===== config.mk =====
export PLATFORM = sky130hd
export DESIGN_NAME = uart_loopback_core
export DESIGN_NICKNAME = d
export VERILOG_FILES = /design/src/rtl/uart_loopback_core.sv
export SDC_FILE = /design/constraint.sdc
export NUM_CORES = 1
export LEC_CHECK = 0
export BUFFER_PORTS_ARGS = -buffer_cell sky130_fd_sc_hd__buf_2
export CAP_MARGIN = 0
export CORE_MARGIN = 5
export CORE_UTILIZATION = 35
export CTS_BUF_LIST = sky130_fd_sc_hd__clkbuf_4 sky130_fd_sc_hd__clkbuf_8 sky130_fd_sc_hd__clkbuf_16
export DETAILED_ROUTE_END_ITERATION = 10
export GPL_TIMING_DRIVEN = 0
export PLACE_DENSITY = 0.61
export SLEW_MARGIN = 20
export SYNTH_ARGS = -nofsm -noshare
export SYNTH_HDL_FRONTEND = slang
export SYNTH_SLANG_ARGS = --single-unit

===== constraint.sdc =====
create_clock -name clk -period 2.8 [get_ports clk]
set_input_delay 0.28 -clock clk [delete_from_list [all_inputs] [get_ports clk]]
set_output_delay 0.28 -clock clk [all_outputs]
set_load 0.1 [all_outputs]

===== src/rtl/uart_loopback_core.sv =====
// 8N1 UART transmitter looped back into a 16x-oversampling receiver.
// Define UART_FRAME_ERR_EN to add the frame_err output (stop bit sampled low).
module uart_loopback_core #(
    parameter int CLK_FREQ   = 100_000_000,
    parameter int BAUD_RATE  = 9600,
    parameter int OVERSAMPLE = 16,
    parameter int DATA_WIDTH = 8
) (
    input  logic                  clk,
    input  logic                  arst,
    input  logic [DATA_WIDTH-1:0] data_in,
    input  logic                  tx_start,
    output logic                  tx_done,
    output logic                  rx_done,
    output logic [DATA_WIDTH-1:0] data_out,
`ifdef UART_FRAME_ERR_EN
    output logic                  frame_err,
`endif
    output logic                  tx_line
);

    localparam int TICK_CYCLES = CLK_FREQ / (BAUD_RATE * OVERSAMPLE);
    localparam int BIT_CYCLES  = TICK_CYCLES * OVERSAMPLE;
    localparam int TICK_W      = (TICK_CYCLES > 1) ? $clog2(TICK_CYCLES) : 1;
    localparam int BIT_W       = $clog2(BIT_CYCLES);
    localparam int OS_W        = $clog2(OVERSAMPLE);
    localparam int IDX_W       = (DATA_WIDTH > 1) ? $clog2(DATA_WIDTH) : 1;

    localparam logic [1:0] S_IDLE  = 2'd0;
    localparam logic [1:0] S_START = 2'd1;
    localparam logic [1:0] S_DATA  = 2'd2;
    localparam logic [1:0] S_STOP  = 2'd3;

    // ---------------- transmitter ----------------
    logic [1:0]            tx_state;
    logic [BIT_W-1:0]      tx_cnt;
    logic [IDX_W-1:0]      tx_idx;
    logic [DATA_WIDTH-1:0] tx_shreg;
    logic                  tx_bit_end;

    assign tx_bit_end = (tx_cnt == BIT_W'(BIT_CYCLES - 1));

    always_ff @(posedge clk or posedge arst) begin
        if (arst) begin
            tx_state <= S_IDLE;
            tx_cnt   <= '0;
            tx_idx   <= '0;
            tx_shreg <= '0;
            tx_line  <= 1'b1;
            tx_done  <= 1'b0;
        end else begin
            tx_done <= 1'b0;
            case (tx_state)
                S_IDLE: begin
                    if (tx_start) begin
                        tx_shreg <= data_in;
                        tx_cnt   <= '0;
                        tx_line  <= 1'b0;
                        tx_state <= S_START;
                    end
                end
                S_START: begin
                    if (tx_bit_end) begin
                        tx_cnt   <= '0;
                        tx_idx   <= '0;
                        tx_line  <= tx_shreg[0];
                        tx_state <= S_DATA;
                    end else begin
                        tx_cnt <= tx_cnt + BIT_W'(1);
                    end
                end
                S_DATA: begin
                    if (tx_bit_end) begin
                        tx_cnt <= '0;
                        if (tx_idx == IDX_W'(DATA_WIDTH - 1)) begin
                            tx_line  <= 1'b1;
                            tx_state <= S_STOP;
                        end else begin
                            // Drive the next bit while shifting so the line changes on the boundary.
                            tx_shreg <= tx_shreg >> 1;
                            tx_line  <= tx_shreg[1];
                            tx_idx   <= tx_idx + IDX_W'(1);
                        end
                    end else begin
                        tx_cnt <= tx_cnt + BIT_W'(1);
                    end
                end
                default: begin
                    if (tx_bit_end) begin
                        tx_cnt   <= '0;
                        tx_done  <= 1'b1;
                        tx_state <= S_IDLE;
                    end else begin
                        tx_cnt <= tx_cnt + BIT_W'(1);
                    end
                end
            endcase
        end
    end

    // ---------------- oversampling tick ----------------
    logic [TICK_W-1:0] tick_cnt;
    logic              tick;

    assign tick = (tick_cnt == TICK_W'(TICK_CYCLES - 1));

    always_ff @(posedge clk or posedge arst) begin
        if (arst)      tick_cnt <= '0;
        else if (tick) tick_cnt <= '0;
        else           tick_cnt <= tick_cnt + TICK_W'(1);
    end

    // ---------------- receiver ----------------
    logic [1:0]            rx_state;
    logic [OS_W-1:0]       rx_cnt;
    logic [IDX_W-1:0]      rx_idx;
    logic [DATA_WIDTH-1:0] rx_shreg;
    logic                  rx_sample_pt;

    assign rx_sample_pt = (rx_cnt == OS_W'(OVERSAMPLE - 1));

    always_ff @(posedge clk or posedge arst) begin
        if (arst) begin
            rx_state  <= S_IDLE;
            rx_cnt    <= '0;
            rx_idx    <= '0;
            rx_shreg  <= '0;
            data_out  <= '0;
            rx_done   <= 1'b0;
`ifdef UART_FRAME_ERR_EN
            frame_err <= 1'b0;
`endif
        end else begin
            rx_done <= 1'b0;
`ifdef UART_FRAME_ERR_EN
            frame_err <= 1'b0;
`endif
            if (tick) begin
                case (rx_state)
                    S_IDLE: begin
                        if (!tx_line) begin
                            rx_cnt   <= '0;
                            rx_state <= S_START;
                        end
                    end
                    S_START: begin
                        // Half a bit after detection: confirm the start bit, else treat as glitch.
                        if (rx_cnt == OS_W'(OVERSAMPLE / 2 - 2)) begin
                            rx_cnt   <= '0;
                            rx_idx   <= '0;
                            rx_state <= tx_line ? S_IDLE : S_DATA;
                        end else begin
                            rx_cnt <= rx_cnt + OS_W'(1);
                        end
                    end
                    S_DATA: begin
                        if (rx_sample_pt) begin
                            rx_cnt   <= '0;
                            rx_shreg <= {tx_line, rx_shreg[DATA_WIDTH-1:1]};
                            if (rx_idx == IDX_W'(DATA_WIDTH - 1)) rx_state <= S_STOP;
                            else rx_idx <= rx_idx + IDX_W'(1);
                        end else begin
                            rx_cnt <= rx_cnt + OS_W'(1);
                        end
                    end
                    default: begin
                        if (rx_sample_pt) begin
                            rx_cnt    <= '0;
                            data_out  <= rx_shreg;
                            rx_done   <= 1'b1;
`ifdef UART_FRAME_ERR_EN
                            frame_err <= ~tx_line;
`endif
                            rx_state  <= S_IDLE;
                        end else begin
                            rx_cnt <= rx_cnt + OS_W'(1);
                        end
                    end
                endcase
            end
        end
    end

endmodule


Yosys cells after proc, flatten, opt, wreduce, memory -nomap -nowiden:

Cells that the tools add are included.

* register bits after elaboration: 65
* bits in latches: 0
* bits in writable memories: 0
* memory bits (read-only): 0
* input port bits: 11
* output and inout port bits: 11
* memories kept: 0

* add/subtract/negate cells: 5
* multipliers: 0
* div/mod/pow operators: 0
* magnitude comparators: 0
* equal/unequal tests: 20
* shift operators: 0
* mux-type cells: 43
* bitwise operators: 1
* reduce and logical (&&, ||, !) cells: 19

Operator list (number)
* $mux 14: 3
* $mux 8: 3
* $mux 2: 11
* $ne 2x2->1 const B: 10
* $mux 3: 6
* $pmux 8 s2: 1
* $add 14x1->14 const B: 1
* $eq 14x14->1 const B: 1
* $mux 4: 3
* $pmux 2 s3: 2
* $pmux 3 s2: 2
* $reduce_and 4->1: 3
* $add 10x1->10 const B: 1
* $eq 10x10->1 const B: 1
* $mux 10: 1
* $reduce_and 5->1: 2
* $mux 1: 9
* $pmux 4 s2: 1
* $reduce_bool 2->1: 4
* $add 3x1->3 const B: 2
* $eq 3x3->1 const B: 2
* $reduce_and 3->1: 2
* $reduce_and 6->1: 1
* $reduce_bool 3->1: 2
* 10 further kinds: 14

Longest topological paths before layout:

Gate-level depths: netlist of run 1.

* depth in word-level cells: 4
* gate-level depth with buffers: 8
* depth with buffers taken out: 6

Least setup slack after synthesis of run 1:

OpenSTA, ideal clock, no wires.

* path type: register -> register
* from: reg tx_cnt[9]
* to: reg tx_shreg[1]
* arrival time: 1.880 ns
* required time: 2.670 ns
* path slack: 0.789 ns
* stages on the path, launching flop included: 6
* path buffers: 1
* period minus slack after synthesis: 2.011 ns
* cell sequence: dfrtp_1 or4b_4 or4_4 buf_6 o211ai_2 o211ai_2

* word-level cells in the longest chain between the ends: 3

Ends and longest elaborated chain
* start: declaration: line 36 `logic [BIT_W-1:0] tx_cnt;`
* start signal: assignment: line 69 `tx_cnt <= tx_cnt + BIT_W'(1);`
* start signal: assignment: line 85 `tx_cnt <= tx_cnt + BIT_W'(1);`
* start signal: assignment: line 94 `tx_cnt <= tx_cnt + BIT_W'(1);`
* $eq 14x14->1: line 41 `assign tx_bit_end = (tx_cnt == BIT_W'(BIT_CYCLES - 1));`
* $ne 2x2->1 (no source line)
* $reduce_and 4->1 (no source line)
* end signal: assignment: line 56 `tx_shreg <= data_in;`
* end signal: assignment: line 80 `tx_shreg <= tx_shreg >> 1;`
* end: declaration: line 38 `logic [DATA_WIDTH-1:0] tx_shreg;`

No other way between the ends.
A chain may end at the register's enable or synchronous reset.

Final worst setup path of run 1:

* from: reg tx_cnt[3]
* to: reg tx_state[1]

* word-level cells in the longest chain between the ends: 3
* elaborated cells on any way between the ends: 5
* classes of those cells: 3 x eq/ne; 2 x reduce/logical

Ends and longest elaborated chain
* $eq 14x14->1 *: line 41
* $ne 2x2->1 (no source line) or $reduce_bool 2->1 (tied branches)
* $reduce_and 5->1 (no source line) *
* end signal: assignment: line 45 `tx_state <= S_IDLE;`
* end signal: assignment: line 59 `tx_state <= S_START;`
* end signal: assignment: line 67 `tx_state <= S_DATA;`
* end: declaration: line 35 `logic [1:0] tx_state;`

Mark *: on every way between the ends. The rest lies on a longest branch, timed or not.

==> results.py, run 1 <==
metrics = {
    "worst_setup_path": {
        "end_kind": "flop",
        "top_fanout_value_on_the_critical_path": 9,
        "r2r_slack_ns": 0.50,
        "startpoint_class_of_the_critical_path": "flop",
        "worstSetupPathType": "reg2reg",
        "worstPathArrival_ns": 2.53,
        "required_ns": 3.04,
    },
    "sta": {
        "clock-skew-final_ns": 0.0113,
        "setup-tns-final_ns": 0,
        "setup_repair_after_global_routing_missed_its_margin": "no",
        "final_period_minus_worst_setup_slack_ns": 2.30,
        "final_max_slew_viol_count": 0,
        "finalSetupViolCount": 0,
        "fin_crit_sh_pct": 82.0,
        "hold_viol": 0,
        "worst_slew_pin_slew_ns": 0.746,
        "relSlewSlack_pct": 48.8,
        "fmaxAchievable_mhz": 436,
    },
    "global_routing": {
        "globalRoute.busiestLayer": "met2",
        "globalRoute.totalOverflow": 0,
        "track_usage_pct": 12.8,
        "groute.layer.met2.usage_pct": 20.8,
        "grtUsageMet1_pct": 16.6,
        "grt_start_max_net_pins": 43,
        "initial_antenna_violation_count": 0,
        "via_count_of_the_first_global_routing_pass": 2552,
        "met3_usage_pct": 2.41,
        "global_route_wire_length_before_repair_um": 12200,
    },
    "floorplan": {
        "dieArea_um2": 12000,
        "design.portCount": 22,
        "floorplan.die.width_um": 109,
        "core_area_um2": 9680,
        "die_height_um": 109,
        "std_cell_rows": 36,
        "initial_cell_density_of_the_core_pct": 35.7,
    },
    "cells_and_area": {
        "post-route-util_pct": 41.0,
        "area.growth.synth_to_final_pct": 15.0,
        "design.final.nets": 387,
        "insertedDiodeCount": 0,
        "drive_gt1_share_pct": 21.7,
    },
    "routing": {
        "wire_per_inst_um": 14.0,
        "antenna_left": 0,
        "initialDrtViolationCount": 93,
        "post-route-drc-count": 0,
        "finalWirelength_um": 7000,
        "detail_route.vias_per_cell": 5.27,
        "detail_route.first_pass.iterations": 4,
        "via_count": 2638,
    },
    "placement": {
        "gp_congestion": 0.787,
        "detailed_place_hpwl_um": 4890,
        "buffer_ports.inserted": 21,
    },
    "pwr": {
        "vdd_drop_max_mv": 0.222,
        "post_layout_total_power_uw": 1810,
        "pwr_density_cell_nw_per_um2": 456,
        "leakage_uw": 0.00175,
    },
    "synth": {
        "synth-edff-count": 0,
        "syn_inst": 329,
        "ys_async_sr_fraction_pct": 100,
        "postSynthRegisterBits": 65,
        "yosysTopAreaCellShare_pct": 46.3,
        "synthDominantAreaCellType": "sky130_fd_sc_hd__dfrtp_1",
        "syn_nets": 353,
        "yosys.cell_count.top_type": "sky130_fd_sc_hd__dfrtp_1",
        "synth.cell_area_um2": 3460,
        "post_synth.cell_area_avg_um2": 10.5,
        "yosys-top-cells-count": "sky130_fd_sc_hd__dfrtp_1 (64), sky130_fd_sc_hd__nand2_1 (25), sky130_fd_sc_hd__nand3_1 (19)",
        "synth_top_cells_by_area": "sky130_fd_sc_hd__dfrtp_1 (46%), sky130_fd_sc_hd__mux2_2 (5.5%), sky130_fd_sc_hd__ha_1 (4.7%), sky130_fd_sc_hd__o211ai_2 (4.7%), sky130_fd_sc_hd__nand3_1 (2.8%)",
        "synth.lib_cells_used.distinct": 48,
        "yosysWarningCount": 0,
        "synth_seq_area_share_pct": 47.1,
        "synth_flop_cell": "sky130_fd_sc_hd__dfrtp_1",
    },
    "clock_tree": {
        "clockBufferDepth": 2,
        "clock_buffers_created_by_tritoncts": 9,
        "cts_hold_buf": 1,
        "cts-resized-gates": 0,
        "cts_setup_buffers": 0,
        "cts-root-buf": "sky130_fd_sc_hd__clkbuf_8",
        "cts_htree_levels": 3,
        "num_clock_sinks": 65,
        "cts_tree": "done",
        "worst_skew_pair.late_latency_ns": 0.34,
        "path_clk_slew_ns": 0.08,
    },
    "min_path": {
        "hold_class": "in2reg",
    },
    "run_status": {
        "run_status": "complete, no violations",
    },
    "run": {
        "max_cap_viol_count": 0,
    },
}
-- cell families after synthesis --
group	synth area share, %
buf+inv	3.66
mux	7.97
fa+ha+maj	4.71
xor+xnor	2.03
compound gates	17.5
simple gates	17.1
flops	47.1
-- sequential cells by signal, summed over array words and instances, names as in the netlist --
register / cells
rx_idx: 3
rx_cnt: 4
tx_idx: 3
tx_cnt: 14
tx_state: 2
rx_state: 2
tx_done: 1
rx_shreg: 8
rx_done: 1
tx_shreg: 8
tx_line: 1
tick_cnt: 10
data_out: 8
-- report_power, final --
part	internal [uW]	switching (uW)	total [uW]
Combinational	12.2	24.1	36.4
Clock	428	410	838
Sequential	938	0	938
-- final cells by class --
cell class,count,area [um2]
clock buffers,9,124
inverters,16,62.6
flip-flops and latches,65,1630
repair buffers,23,143
well taps,133,166
plain buffers,15,66.3
clock inverters,7,83.8
fillers,932,5710
multi-input cells,233,1700
-- per-stage QoR --
step	hold slack, ns	area [um2]	instances	setup WS (ns)
final	0.235	3980	501	0.504
after detailed placement	0.272	3760	484	0.552
after global placement	0.468	3730	483	-0.0325
after floorplan	0.466	3460	329	0.789
after CTS	0.223	3980	501	0.513
after global routing	0.243	3980	501	0.347
-- worst max-delay path: stages (launching register included) --
cell and delay (ns):
sky130_fd_sc_hd__dfrtp_1 0.33, sky130_fd_sc_hd__clkbuf_1 0.28, sky130_fd_sc_hd__nand4_1 0.36, sky130_fd_sc_hd__nor4_2 0.61
sky130_fd_sc_hd__o211ai_1 0.25, sky130_fd_sc_hd__mux2_1 0.35
-- cell usage in the layout (no fill, tap or decap), types with 12 or more instances in the layout --
master / netlist / final
sky130_fd_sc_hd__ha_1: 13 / 13
sky130_fd_sc_hd__nor2_1: 15 / 15
sky130_fd_sc_hd__o21ai_0: 14 / 14
sky130_fd_sc_hd__mux2_2: 17 / 17
sky130_fd_sc_hd__dfrtp_1: 64 / 64
sky130_fd_sc_hd__nand2_1: 25 / 25
sky130_fd_sc_hd__nand3_1: 19 / 19
sky130_fd_sc_hd__a21oi_1: 16 / 16
sky130_fd_sc_hd__inv_1: 16 / 15
sky130_fd_sc_hd__buf_2: 2 / 23
sky130_fd_sc_hd__clkbuf_1: 12 / 12
sky130_fd_sc_hd__o211ai_2: 13 / 13
-- routing by layer --
layer  vias to the layer above  share of wire, %
met4                         0               1.8
met3                        11               3.8
met1                      1303                46
li1                       1280                 -
met5                         -                 0
met2                        44                49
-- path summary, 6_finish.rpt --
kind	cells after the start	to	startpoint
min in group asynchronous	3	rx_shreg[3]$_DFFE_PP0P_	arst
min	3	tx_shreg[2]$_DFFE_PP0P_	data_in[2]
min reg2reg	1	data_out[2]$_DFFE_PP0P_	data_out[2]$_DFFE_PP0P_
max reg2reg	5	tx_state[1]$_DFFE_PP0P_	tx_cnt[3]$_DFFE_PP0P_
max	5	tx_state[1]$_DFFE_PP0P_	tx_cnt[3]$_DFFE_PP0P_
max in group asynchronous	4	tx_line$_DFFE_PP1P_	arst
No activity file was read; power rests on OpenSTA's default activity.
==> inputs of run 2 (changes only) <==
Settings changed: ABC_AREA set to 1, PLACE_DENSITY 0.61 to 0.63.
Clock period 2.8 ns to 1.85 ns, I/O delays scaled along.
==> results.py, run 2 <==
metrics = {
    "pwr": {
        "netSwitchingFraction_pct": 35.9,
        "power_frac_comb_pct": 29.4,
        "power.sequential.fraction_pct": 41.0,
        "vdd_drop_max_mv": 0.660,
        "pwr_density_cell_nw_per_um2": 1010,
        "leakage_uw": 0.00206,
        "power_frac_clock_pct": 29.7,
        "net-switching-power_uw": 1480,
        "p_int_uw": 2650,
    },
    "clock_tree": {
        "worst_skew_pair.late_latency_ns": 0.35,
        "path_clk_slew_ns": 0.08,
        "cts_tree": "done",
        "cts-root-buf": "sky130_fd_sc_hd__clkbuf_8",
        "clock_buffers_created_by_tritoncts": 9,
        "cts_htree_levels": 3,
        "clockBufferDepth": 2,
        "num_clock_sinks": 65,
    },
    "synth": {
        "syn_nets": 454,
        "yosys-top-cells-count": "sky130_fd_sc_hd__nand2_1 (132), sky130_fd_sc_hd__dfrtp_1 (64), sky130_fd_sc_hd__inv_1 (49)",
        "yosysWarningCount": 0,
        "postSynthRegisterBits": 65,
        "yosysTopAreaCellShare_pct": 46.2,
        "synth-edff-count": 0,
        "synth.lib_cells_used.distinct": 34,
        "synth_flop_cell": "sky130_fd_sc_hd__dfrtp_1",
        "post_synth.cell_area_avg_um2": 8.06,
        "synth_seq_area_share_pct": 47.0,
        "syn_inst": 430,
        "yosys.cell_count.top_type": "sky130_fd_sc_hd__nand2_1",
        "synth.cell_area_um2": 3460,
        "synthDominantAreaCellType": "sky130_fd_sc_hd__dfrtp_1",
        "ys_async_sr_fraction_pct": 100,
        "synth_top_cells_by_area": "sky130_fd_sc_hd__dfrtp_1 (46%), sky130_fd_sc_hd__nand2_1 (14%), sky130_fd_sc_hd__inv_1 (5.3%), sky130_fd_sc_hd__ha_1 (4.7%), sky130_fd_sc_hd__nand3_1 (4.3%)",
    },
    "routing": {
        "detail_route.vias_per_cell": 4.59,
        "finalWirelength_um": 6860,
        "antenna_left": 0,
        "wire_per_inst_um": 11.3,
        "detail_route.first_pass.iterations": 5,
        "via_count": 2798,
        "initialDrtViolationCount": 157,
        "post-route-drc-count": 0,
    },
    "floorplan": {
        "design.portCount": 22,
        "floorplan.die.width_um": 109,
        "std_cell_rows": 36,
        "initial_cell_density_of_the_core_pct": 35.6,
        "dieArea_um2": 12000,
        "die_height_um": 109,
        "core_area_um2": 9730,
    },
    "placement": {
        "place.detailed.instances": 585,
        "detailed_place.area_um2": 3770,
        "buffer_ports.inserted": 21,
        "detailed_place_hpwl_um": 4760,
        "gp_congestion": 0.857,
    },
    "worst_setup_path": {
        "required_ns": 2.09,
        "worstPathArrival_ns": 1.92,
        "end_kind": "flop",
        "r2r-start": "tx_state[1]$_DFFE_PP0P_",
        "top_fanout_value_on_the_critical_path": 6,
        "r2r_slack_ns": 0.17,
        "crit_path_start": "tx_state[1]$_DFFE_PP0P_",
        "worstSetupPathType": "reg2reg",
        "reg2regPathDepth": 9,
        "startpoint_class_of_the_critical_path": "flop",
        "worstSetupEndpoint": "tx_shreg[1]$_DFFE_PP0P_",
        "r2r-end": "tx_shreg[1]$_DFFE_PP0P_",
    },
    "sta": {
        "hold_viol": 0,
        "setup_repair_after_global_routing_missed_its_margin": "no",
        "finalSetupViolCount": 0,
        "final_period_minus_worst_setup_slack_ns": 1.68,
        "fin_crit_sh_pct": 90.7,
        "setup-tns-final_ns": 0,
        "clock-skew-final_ns": 0.00924,
        "final_max_slew_viol_count": 0,
        "relSlewSlack_pct": 67.1,
        "worst_slew_pin_slew_ns": 0.497,
        "fmaxAchievable_mhz": 596,
    },
    "cells_and_area": {
        "multi_input_area_um2": 1650,
        "drive_gt1_share_pct": 20.1,
        "num-fill-cells": 1004,
        "insertedDiodeCount": 0,
        "count_of_non_filler_cells_in_the_finished_layout": 610,
        "design.final.nets": 496,
        "area.growth.synth_to_final_pct": 17.9,
        "max_flop_register": "tx_cnt",
        "largest_register_ffs": 14,
        "finish.instance_area_um2": 4090,
        "sequential_cell_area_um2": 1630,
        "commonest_non_fill_non_tap_cell_in_the_layout": "sky130_fd_sc_hd__nand2_1",
        "top_regs": "tx_cnt: 14 flops, tick_cnt: 10 flops",
        "post-route-util_pct": 42.0,
        "final_cell_mix": "sky130_fd_sc_hd__nand2_1 (131), sky130_fd_sc_hd__dfrtp_1 (63), sky130_fd_sc_hd__inv_1 (47)",
    },
    "global_routing": {
        "global_route_wire_length_before_repair_um": 12200,
        "globalRoute.totalOverflow": 0,
        "initial_antenna_violation_count": 0,
        "via_count_of_the_first_global_routing_pass": 2766,
        "grt_start_max_net_pins": 51,
        "track_usage_pct": 12.7,
    },
    "run": {
        "max_cap_viol_count": 0,
    },
    "run_status": {
        "run_status": "complete, no violations",
    },
    "min_path": {
        "hold_class": "in2reg",
    },
}
-- run 2: worst max-delay path, cell delays in order, from the launching register on --
cell	delay [ns]
sky130_fd_sc_hd__dfrtp_1	0.42
sky130_fd_sc_hd__inv_1	0.10
sky130_fd_sc_hd__ha_2	0.24
sky130_fd_sc_hd__inv_2	0.10
sky130_fd_sc_hd__nor2_4	0.18
sky130_fd_sc_hd__buf_4	0.19
sky130_fd_sc_hd__a21oi_4	0.05
sky130_fd_sc_hd__buf_4	0.17
sky130_fd_sc_hd__nand3_1	0.06
sky130_fd_sc_hd__nand2_1	0.06
-- run 2: cells by family (layout without fill, tap and decap cells) --
family	Yosys count	after routing	synth area share (%)
flip-flops	65	65	47.0
AND/OR/NAND/NOR	235	235	29.6
buffers and inverters	58	105	6.75
adder cells (fa/ha/maj)	13	13	4.69
AO/OA/AOI/OAI	50	50	9.68
XOR/XNOR	9	9	2.28
-- run 2: metrics by stage --
step / power, uW / hold slack [ns] / setup slack, ns
2_1_floorplan: 2470 / 0.337 / 0.0402
3_3_place_gp: 2690 / 0.454 / -0.830
3_5_place_dp: 2740 / 0.138 / -0.236
4_1_cts: 4060 / 0.104 / 0.0220
5_1_grt: 4450 / 0.106 / 0.00480
6_report: 4130 / 0.110 / 0.172
-- run 2: power groups by stage --
stage	Sequential, uW	Combinational (uW)	Clock, uW
floorplan	1700	764	0
global placement	1700	990	0
detailed placement	1700	1030	0
CTS	1680	1100	1280
global route	1720	1410	1330
finish	1690	1210	1220
-- run 2: area by class of cell --
type | count | share of cell area, %
Multi-Input combinational cell | 307 | 40.3
Sequential cell | 65 | 39.9
Inverter | 55 | 5.27
Timing Repair Buffer | 31 | 4.96
Tap cell | 133 | 4.07
Clock buffer | 9 | 3.03
Clock inverter | 7 | 1.84
Buffer | 3 | 0.674
-- run 2: layer usage --
metal	wire length [um]	GRT usage [%]	share of wire, %	vias up
met5	0	0	0	-
met4	66	3.83	0.96	0
met3	229	3.76	3.3	6
met2	3170	20.2	46	33
met1	3390	16.7	49	1301
li1	-	-	-	1458
-- run 2: how the worst min path moves through the flow --
stage | from | to | slack [ns] | cells after the start
finish | data_in[7] | tx_shreg[7]$_DFFE_PP0P_ | 0.11 | 3
global route | data_in[7] | tx_shreg[7]$_DFFE_PP0P_ | 0.11 | 3
CTS | data_in[7] | tx_shreg[7]$_DFFE_PP0P_ | 0.10 | 3
detailed placement | arst | tx_cnt[11]$_DFFE_PP0P_ | 0.14 | 2
global placement | tx_shreg[5]$_DFFE_PP0P_ | tx_shreg[5]$_DFFE_PP0P_ | 0.45 | 2
floorplan | tx_start | tx_shreg[7]$_DFFE_PP0P_ | 0.34 | 2
-- run 2: repair_timing --
item | in CTS | in global routing
endpoints found under the setup margin | 34 | 27
setup buffers | 5 | 3
pin swaps | 3 | 3
gates resized for setup | 2 | 13
hold buffers | 1 | 0
endpoints found under the hold margin | 15 | 0
